[config.mk]
export PLATFORM = sky130hd
export DESIGN_NAME = nn_stage_ctrl_data_fifo_p
export DESIGN_NICKNAME = d
export VERILOG_FILES = /design/src/rtl/nn_stage_ctrl_data_fifo_p.sv
export SDC_FILE = /design/constraint.sdc
export NUM_CORES = 1
export LEC_CHECK = 0
export ABC_AREA = 1
export CAP_MARGIN = 10
export CORE_UTILIZATION = 45
export DETAILED_ROUTE_END_ITERATION = 12
export GPL_TIMING_DRIVEN = 0
export PLACE_DENSITY = 0.77
export SKIP_CTS_REPAIR_TIMING = 1
export SLEW_MARGIN = 20
export SYNTH_ARGS = -nofsm -noshare
export SYNTH_HDL_FRONTEND = slang
export SYNTH_SLANG_ARGS = --single-unit
[constraint.sdc]
create_clock -name clk -period 3.6 [get_ports clk]
set_clock_uncertainty 0.2 [all_clocks]
set_input_delay 0.72 -clock clk [delete_from_list [all_inputs] [get_ports clk]]
set_output_delay 0.72 -clock clk [all_outputs]
set_load 0.1 [all_outputs]
[src/rtl/nn_stage_ctrl_data_fifo_p.sv]
// nn_stage_ctrl_data_fifo_p: stage data-FIFO controller for the neural pipeline.
// Incoming vectors land in circular RAM slots. Each slot is replayed twice:
// once for the forward pass (FWD) and once for the error/update pass (ERR).
// A slot is released after its error replay. rd_en/rd_last/rd_err are also
// delayed by ACTIVE_DLY cycles to drive the downstream MAC.
// TAP_W must be >= LEN_W and ACTIVE_DLY must be >= 1.
module nn_stage_ctrl_data_fifo_p #(
  parameter int DATA_W     = 32,
  parameter int LEN_W      = 4,
  parameter int DEPTH_W    = 6,
  parameter int TAP_W      = 5,
  parameter int ACTIVE_DLY = 18
) (
  input  logic                     clk,
  input  logic                     reset,
  input  logic [LEN_W-1:0]         load_length,
  input  logic [DEPTH_W-1:0]       load_depth,
  input  logic [DATA_W-1:0]        in_data,
  input  logic                     in_vld,
  output logic                     in_rdy,
  input  logic                     err_req,
  output logic                     wr_en,
  output logic [DEPTH_W+LEN_W-1:0] wr_addr,
  output logic [DATA_W-1:0]        wr_data,
  output logic                     rd_en,
  output logic [DEPTH_W+LEN_W-1:0] rd_addr,
  output logic                     rd_last,
  output logic                     rd_err,
  output logic [TAP_W-1:0]         tap_address,
  output logic                     active,
  output logic                     active_last,
  output logic                     active_err,
  output logic [DEPTH_W:0]         occupancy,
  output logic [DEPTH_W:0]         pending
);

  localparam int OW = DEPTH_W + 1;

  typedef enum logic [1:0] {
    S_IDLE = 2'd0,
    S_FWD  = 2'd1,
    S_ERR  = 2'd2
  } state_e;

  // One tap of the read-side delay line.
  typedef struct packed {
    logic en;
    logic last;
    logic err;
  } rd_tag_t;

  state_e                         state_q, state_d;
  logic [LEN_W-1:0]               wcnt_q, wcnt_d;
  logic [LEN_W-1:0]               rcnt_q, rcnt_d;
  logic [DEPTH_W-1:0]             wslot_q, wslot_d;
  logic [DEPTH_W-1:0]             fslot_q, fslot_d;
  logic [DEPTH_W-1:0]             eslot_q, eslot_d;
  logic [OW-1:0]                  occ_q, occ_d;
  logic [OW-1:0]                  pend_q, pend_d;
  logic [OW-1:0]                  retained;
  logic                           err_pend_q, err_pend_d;
  rd_tag_t [ACTIVE_DLY-1:0]       dly_q, dly_d;

  logic wr_done;
  logic fwd_done;
  logic err_done;
  logic enter_err;

  // Slot pointers wrap at the configured depth, not at 2^DEPTH_W.
  function automatic logic [DEPTH_W-1:0] slot_inc(input logic [DEPTH_W-1:0] s,
                                                  input logic [DEPTH_W-1:0] lim);
    return (s == lim) ? '0 : s + DEPTH_W'(1);
  endfunction

  // Write side: handshake, RAM write strobe and write beat/slot counters.
  always_comb begin
    in_rdy  = (occ_q <= {1'b0, load_depth});
    wr_en   = in_vld & in_rdy;
    wr_data = in_data;
    wr_addr = {wslot_q, wcnt_q};
    wr_done = wr_en && (wcnt_q == load_length);
    wcnt_d  = wcnt_q;
    wslot_d = wslot_q;
    if (wr_en) begin
      if (wr_done) begin
        wcnt_d  = '0;
        wslot_d = slot_inc(wslot_q, load_depth);
      end else begin
        wcnt_d  = wcnt_q + LEN_W'(1);
      end
    end
  end

  // Read strobes decoded straight from the FSM state and beat counter.
  always_comb begin
    rd_en       = (state_q != S_IDLE);
    rd_err      = (state_q == S_ERR);
    rd_last     = rd_en && (rcnt_q == load_length);
    fwd_done    = rd_last & ~rd_err;
    err_done    = rd_last & rd_err;
    rd_addr     = '0;
    tap_address = '0;
    if (rd_en) begin
      rd_addr     = {(rd_err ? eslot_q : fslot_q), rcnt_q};
      tap_address = TAP_W'(rcnt_q);
    end
  end

  // Slot accounting, replay pointers and the read beat counter.
  always_comb begin
    occ_d  = occ_q;
    pend_d = pend_q;
    if (wr_done && !err_done)      occ_d = occ_q + OW'(1);
    else if (!wr_done && err_done) occ_d = occ_q - OW'(1);
    if (wr_done && !fwd_done)      pend_d = pend_q + OW'(1);
    else if (!wr_done && fwd_done) pend_d = pend_q - OW'(1);
    // Slots already forward-read and waiting for their error replay.
    retained = occ_q - pend_q;
    rcnt_d   = rcnt_q;
    if (rd_en) rcnt_d = rd_last ? '0 : rcnt_q + LEN_W'(1);
    fslot_d  = fwd_done ? slot_inc(fslot_q, load_depth) : fslot_q;
    eslot_d  = err_done ? slot_inc(eslot_q, load_depth) : eslot_q;
  end

  // Replay FSM next state; forward replays always win over error replays.
  always_comb begin
    state_d   = state_q;
    enter_err = 1'b0;
    case (state_q)
      S_IDLE: begin
        if (pend_q != '0) begin
          state_d = S_FWD;
        end else if (err_pend_q && (retained != '0)) begin
          state_d   = S_ERR;
          enter_err = 1'b1;
        end
      end
      S_FWD:   if (rd_last) state_d = (pend_d != '0) ? S_FWD : S_IDLE;
      S_ERR:   if (rd_last) state_d = S_IDLE;
      default: state_d = S_IDLE;
    endcase
    // Requests merge into one sticky flag; a request arriving on the
    // entry cycle is kept and serviced by a later replay.
    err_pend_d = err_req | (err_pend_q & ~enter_err);
  end

  // Delay line that turns the read strobes into the MAC active pipeline.
  always_comb begin
    dly_d    = dly_q;
    dly_d[0] = {rd_en, rd_last, rd_err};
    for (int i = 1; i < ACTIVE_DLY; i++) dly_d[i] = dly_q[i-1];
  end

  assign active      = dly_q[ACTIVE_DLY-1].en;
  assign active_last = dly_q[ACTIVE_DLY-1].last;
  assign active_err  = dly_q[ACTIVE_DLY-1].err;
  assign occupancy   = occ_q;
  assign pending     = pend_q;

  // State registers with synchronous reset.
  always_ff @(posedge clk) begin
    if (reset) begin
      state_q    <= S_IDLE;
      wcnt_q     <= '0;
      rcnt_q     <= '0;
      wslot_q    <= '0;
      fslot_q    <= '0;
      eslot_q    <= '0;
      occ_q      <= '0;
      pend_q     <= '0;
      err_pend_q <= 1'b0;
      dly_q      <= '0;
    end else begin
      state_q    <= state_d;
      wcnt_q     <= wcnt_d;
      rcnt_q     <= rcnt_d;
      wslot_q    <= wslot_d;
      fslot_q    <= fslot_d;
      eslot_q    <= eslot_d;
      occ_q      <= occ_d;
      pend_q     <= pend_d;
      err_pend_q <= err_pend_d;
      dly_q      <= dly_d;
    end
  end

endmodule

* Word level (Yosys, flattened, before mapping) *
Index checks and enable logic that the tools add are counted.

storage, ports and cells
  register bits = 97
  logic and storage cells = 130

cells by class
  add/subtract/negate cells = 10
  magnitude comparators = 1
  equality and inequality tests = 10
  muxes and demuxes = 21
  bitwise logic cells = 7
  reductions and logical operators = 18

operators by type and width
  kind                                              count
  two-way mux 7 bit                                 4
  two-way mux 6 bit                                 4
  nonzero test 7 bit                                3
  adder 6 x 1 -> 6 bit, second input constant       3
  == test 6 bit                                     3
  adder 7 x 1 -> 7 bit, second input constant       2
  subtractor 7 x 1 -> 7 bit, second input constant  2
  two-way mux 4 bit                                 3
  two-way mux 10 bit                                1
  adder 4 x 1 -> 4 bit, second input constant       2
  == test 4 bit                                     2
  two-way mux 2 bit                                 4
  less-or-equal comparator 7 x 6 -> 1 bit           1
  logical AND 1 bit                                 7
  subtractor 7 bit                                  1
  one-hot mux 2 bit (3 select lines)                1
  bitwise AND 1 bit                                 4
  two-way mux 1 bit                                 4
  inequality test 2 bit, second input constant      2
  nonzero test 2 bit                                2
  logical NOT 1 bit                                 3
  inequality test 3 bit, second input constant      1
  AND reduction 3 bit                               1
  == test 2 x 1 -> 1 bit, second input constant     1
  other kinds (5)                                   6

* Depth between registers and ports, before layout *
  depth in word-level cells = 11
  gate-level depth with buffers = 23
  mapped depth without buffers = 22

* Least setup slack after synthesis *
Ideal clock, no wire load.

  kind = register to register
  from = register occ_q[0] (netlist: occupancy[0])
  to = register occ_q[6] (netlist: occupancy[6])
  setup time = 121 ps
  arrival = 3999 ps
  data required time = 3279 ps
  path slack = -720 ps
  cell stages (with the launch flop) = 20
  path through = dfxtp_1 -> inv_1 -> ha_1 -> nand4_2 -> nand2_4 -> nand3_4 -> buf_6 -> inv_1 -> ha_1 -> inv_1 -> fa_1 -> a21oi_1 -> nor2_1 -> nor2_1 -> o21ai_0 -> a21oi_1 -> o21ai_0 -> a21o_1 -> o21ai_0 -> a21oi_1

on the way
  word-level cells in the longest chain between the ends = 6
  elaborated cells between the ends (all ways) = 11
  classes of those cells = add/sub (2); order compare (1); mux (2); bitwise (1); reduce/logical (5)

ends and longest elaborated chain
  element                                    line  source
  start: declaration                         58    logic [OW-1:0] occ_q, occ_d;
  start signal: assignment                   169   occ_q <= '0;
  start signal: assignment                   180   occ_q <= occ_d;
  less-or-equal comparator 7 x 6 -> 1 bit *  77    in_rdy = (occ_q <= {1'b0, load_depth});
  via in_rdy                                 20    output logic in_rdy,
  bitwise AND 1 bit *                        78    wr_en = in_vld & in_rdy;
  logical AND 1 bit *                        81    wr_done = wr_en && (wcnt_q == load_length);
  logical NOT 1 bit                          114   else if (!wr_done && err_done) occ_d = occ_q - OW'(1);
  logical AND 1 bit                          114
  nonzero test 2 bit (no source line)        -

The timed path passes the listed nets; every way through them passes the cells marked *. The select of a mux whose other input is x is not followed.
A chain may end at the register's enable or synchronous reset.

* Final worst setup path *
  from = register state_q[0]
  to = output port rd_addr[5]

on the way
  word-level cells in the longest chain between the ends = 3
  elaborated cells between the ends (all ways) = 4
  classes of those cells = eq/ne (1); mux (2); reduce/logical (1)

ends and longest elaborated chain
  element                   line  source
  start: declaration        52    state_e state_q, state_d;
  start signal: assignment  174   state_q <= state_d;
  == test 2 bit             97    rd_err = (state_q == S_ERR);
  two-way mux 6 bit         104   rd_addr = {(rd_err ? eslot_q : fslot_q), rcnt_q};
  two-way mux 10 bit *      103   if (rd_en) begin
  end: declaration          26    output logic [DEPTH_W+LEN_W-1:0] rd_addr,

Mark *: on every way between the ends. The rest lies on a longest branch, timed or not.

==> metrics.md <==
| Metric | Value |
|---|---|
| Cells after DPL | `900` |
| Setup crit end kind | `primary output` |
| Data required, critical path | `2680 ps` |
| Most common cell in the netlist | `inv_1` |
| Fin crit share | `96.8%` |
| Critical path launch point type | `register` |
| Final setup viols | `0` |
| Top FF cell, synth | `dfxtp_1` |
| Outcome | `completed` |
| H-tree level count | `3` |
| Core Area | `~0.011 sq mm` |
| Gr usage total | `a little over a fifth` |
| Combinational power share | `approximately 36%` |
| Initial DRC Count | `between 150 and 200` |
| Yosys reg bits | `just under 100` |
| Hold WC Path Type | `register to register` |
| WL final | `approximately 12000 um` |
| Routability Congestion | `roughly 0.85` |
| Layout Nets | `~850` |
| CP startpoint | `state_q[0]$_SDFFE_PP0P_` |
| CTS tree | `yes` |
| Synth Area in XOR/XNOR | `under 10%` |
| Post-synth EDFFs | `0` |
| Syn Std Cell Area | `0.00499 sq mm` |
| Gate Count Post-Synth | `670` |
| DRC violations left | `0` |
| First-pass GRT wire length | `slightly below 20000 um` |
| FF-to-FF Start | `occupancy[5]$_SDFFE_PP0P_` |
| Vias in the first global route | `about 4.3k` |
| Yosys top cell area share | `between 30% and 40%` |
| I/O pin count | `125` |
| Clk_lat worst skew | `between 300 and 400 ps` |
| Synth Area in Adders | `~6.7%` |
| Main area contributors after synthesis | `dfxtp_1, inv_1, nor2_1` |
| Critical Path AT | `2560 ps` |
| Gr ovfl total | `0` |
| DP Wirelength | `8970 um` |
| Largest area contributor in the netlist | `dfxtp_1` |
| Starting density of the core | `46.1%` |
| Clock network power share | `between 20 and 25%` |
| Initial antenna violation count | `0` |
| Max Cap Viol | `0` |
| PortBufs | `90` |
| Row count | `38` |
| Power per cell area | `446 mW/mm^2` |
| Worst slew pin tran | `990 ps` |
| Clock period minus worst slack | `around 3500 ps` |
| Mux cell area share after synthesis | `0%` |
| Final Hold Viols | `0` |
| Final hold slack | `~200 ps` |
| Clock-pin slew on the worst setup and hold paths | `around 110 ps` |
| Antenna cells | `0` |
| Clk root buf | `clkbuf_8` |
| Asr flop ratio synth | `0%` |
| Syn Area/Cell | `7.45 sq um` |
| Main combinational cell family by area after synthesis | `simple AND/OR/NAND/NOR gates` |
| Area fraction in compound gates after synthesis | `9.32%` |
| DR pass1 iterations | `5` |
| Worst Hold Launch | `dly_d[25]$_SDFF_PP0_` |
| Pwr Total | `between 2 and 3 mW` |
| Die Wd | `about 110 um` |
| Unique masters post-synth | `43` |
| Highest Clock Rate | `0.287 GHz` |
| CTS Sinks | `slightly below 100` |
| Wire per inst | `~13 um` |
| Final WS setup | `117 ps` |
| Routed Antenna Nets | `0` |
| Syn_nets | `742` |
| Die height | `107 um` |
| Num CTS Buffers | `9` |
| Seq/Total Area, Yosys | `38.9%` |
| Avg Vias per Cell | `about 4.8` |
| Max-slew headroom | `33.9%` |
| Non-filler cells in the finished layout | `926` |
| Slew Viols, Final | `0` |
| Ys Warns | `0` |
| Pre-CTS setup slack | `-1040 ps` |
| Int Power | `1.69 mW` |
| Setup tns final | `0 ps` |
| Top post-synthesis cells by count | `inv_1, nor2_1, dfxtp_1` |
| Via count | `about 4.5k` |
| Layout cells sized above 1 | `17.4%` |
| Worst vdd ir | `0.297 mV` |
| Area Growth Syn to Fin | `31.4%` |
| Crit path max fanout | `9` |
| Setup CP Type | `register to primary output` |
| Largest net degree at the start of global routing | `21` |
| Buffer depth of the longest clock path | `2` |
| Leakage | `about 2.8 nW` |
| Share of power burned in registers | `39.8%` |
| Die area | `between 0.01 and 0.015 sq mm` |
| Post-synthesis simple-gate area fraction | `between 20% and 30%` |
| Sw Share | `around 42%` |
| P_sw | `1.23 mW` |
-- state kept, by name, indices dropped and copies added, names as in the netlist --
register and flops:
active 1, active_err 1, active_last 1, dly_d 51, err_pend_q 1, eslot_q 6
fslot_q 6, occupancy 7, pending 7, rcnt_q 4, state_q 2, wcnt_q 4
wslot_q 6
-- per-stage QoR --
step           instance area (sq um)  util, %
2_1_floorplan                   5160        -
3_3_place_gp                    6230     57.5
3_5_place_dp                    6230     57.5
4_1_cts                         6430     59.4
5_1_grt                         6560     60.5
6_report                        6560     60.5
-- per-layer routing --
| metal | vias up | global-route usage, % | part of all wire, % |
|---|---|---|---|
| li1 | 2289 | - | - |
| met1 | 2051 | 24.3 | 44 |
| met2 | 129 | 37.9 | 50 |
| met3 | 17 | 4.84 | 5.0 |
| met4 | 0 | 6.75 | 1.8 |
| met5 | - | 0 | 0 |
-- final cells by class --
| class | instances | area [sq um] |
|---|---|---|
| buffer | 47 | 332 |
| clock buffer | 9 | 124 |
| clock inverter | 7 | 78.8 |
| fill | 939 | 4280 |
| inverter | 129 | 509 |
| multi-input combinational | 397 | 2410 |
| sequential | 97 | 1960 |
| tap | 140 | 175 |
| timing repair buffer | 100 | 973 |
-- power by group through the flow --
| stage | Combinational [mW] | Clock, mW | Sequential (mW) |
|---|---|---|---|
| 6_report | 1.05 | 0.709 | 1.16 |
| 5_1_grt | 1.12 | 0.768 | 1.17 |
| 4_1_cts | 1.02 | 0.720 | 1.16 |
| 3_5_place_dp | 1.01 | 0 | 1.19 |
| 3_3_place_gp | 0.982 | 0 | 1.18 |
| 2_1_floorplan | 0.701 | 0 | 1.27 |
-- final timing paths --
path	endpoint	slack, ps	cells past startpoint
min	dly_d[28]$_SDFF_PP0_	200	2
min reg2reg	dly_d[28]$_SDFF_PP0_	200	2
max reg2reg	occupancy[6]$_SDFFE_PP0P_	230	21
max	rd_addr[5]	120	3
-- cell usage in the layout (no fill, tap or decap), types with 4 or more instances in the layout --
master,count
inv_1,116
nor3b_1,9
ha_4,7
buf_4,48
clkbuf_1,8
nor2_1,106
dlymetal6s2s_1,6
nand3_1,24
xnor2_1,5
nor2_4,4
a21oi_1,21
a21oi_2,7
inv_4,5
o21ai_0,17
dfxtp_2,5
clkbuf_8,9
inv_2,6
o22ai_1,15
nand2_2,6
nand2_1,86
o21ai_1,4
dfxtp_1,90
nor4_1,5
clkdlybuf4s50_1,77
nor3_1,11
ha_1,18
xor2_1,15
-- worst max-delay path, cell delays in order, from the launching register on --
cell	delay, ps
dfxtp_1	450
clkinv_1	290
o22ai_1	280
clkdlybuf4s50_1	1180
-- cells by family after synthesis --
| group | Yosys count |
|---|---|
| simple gates | 274 |
| buf+inv | 176 |
| flops | 97 |
| compound gates | 75 |
| fa+ha+maj | 26 |
| xor+xnor | 21 |
| other cells | 1 |
(Power assumes the default switching activity.)
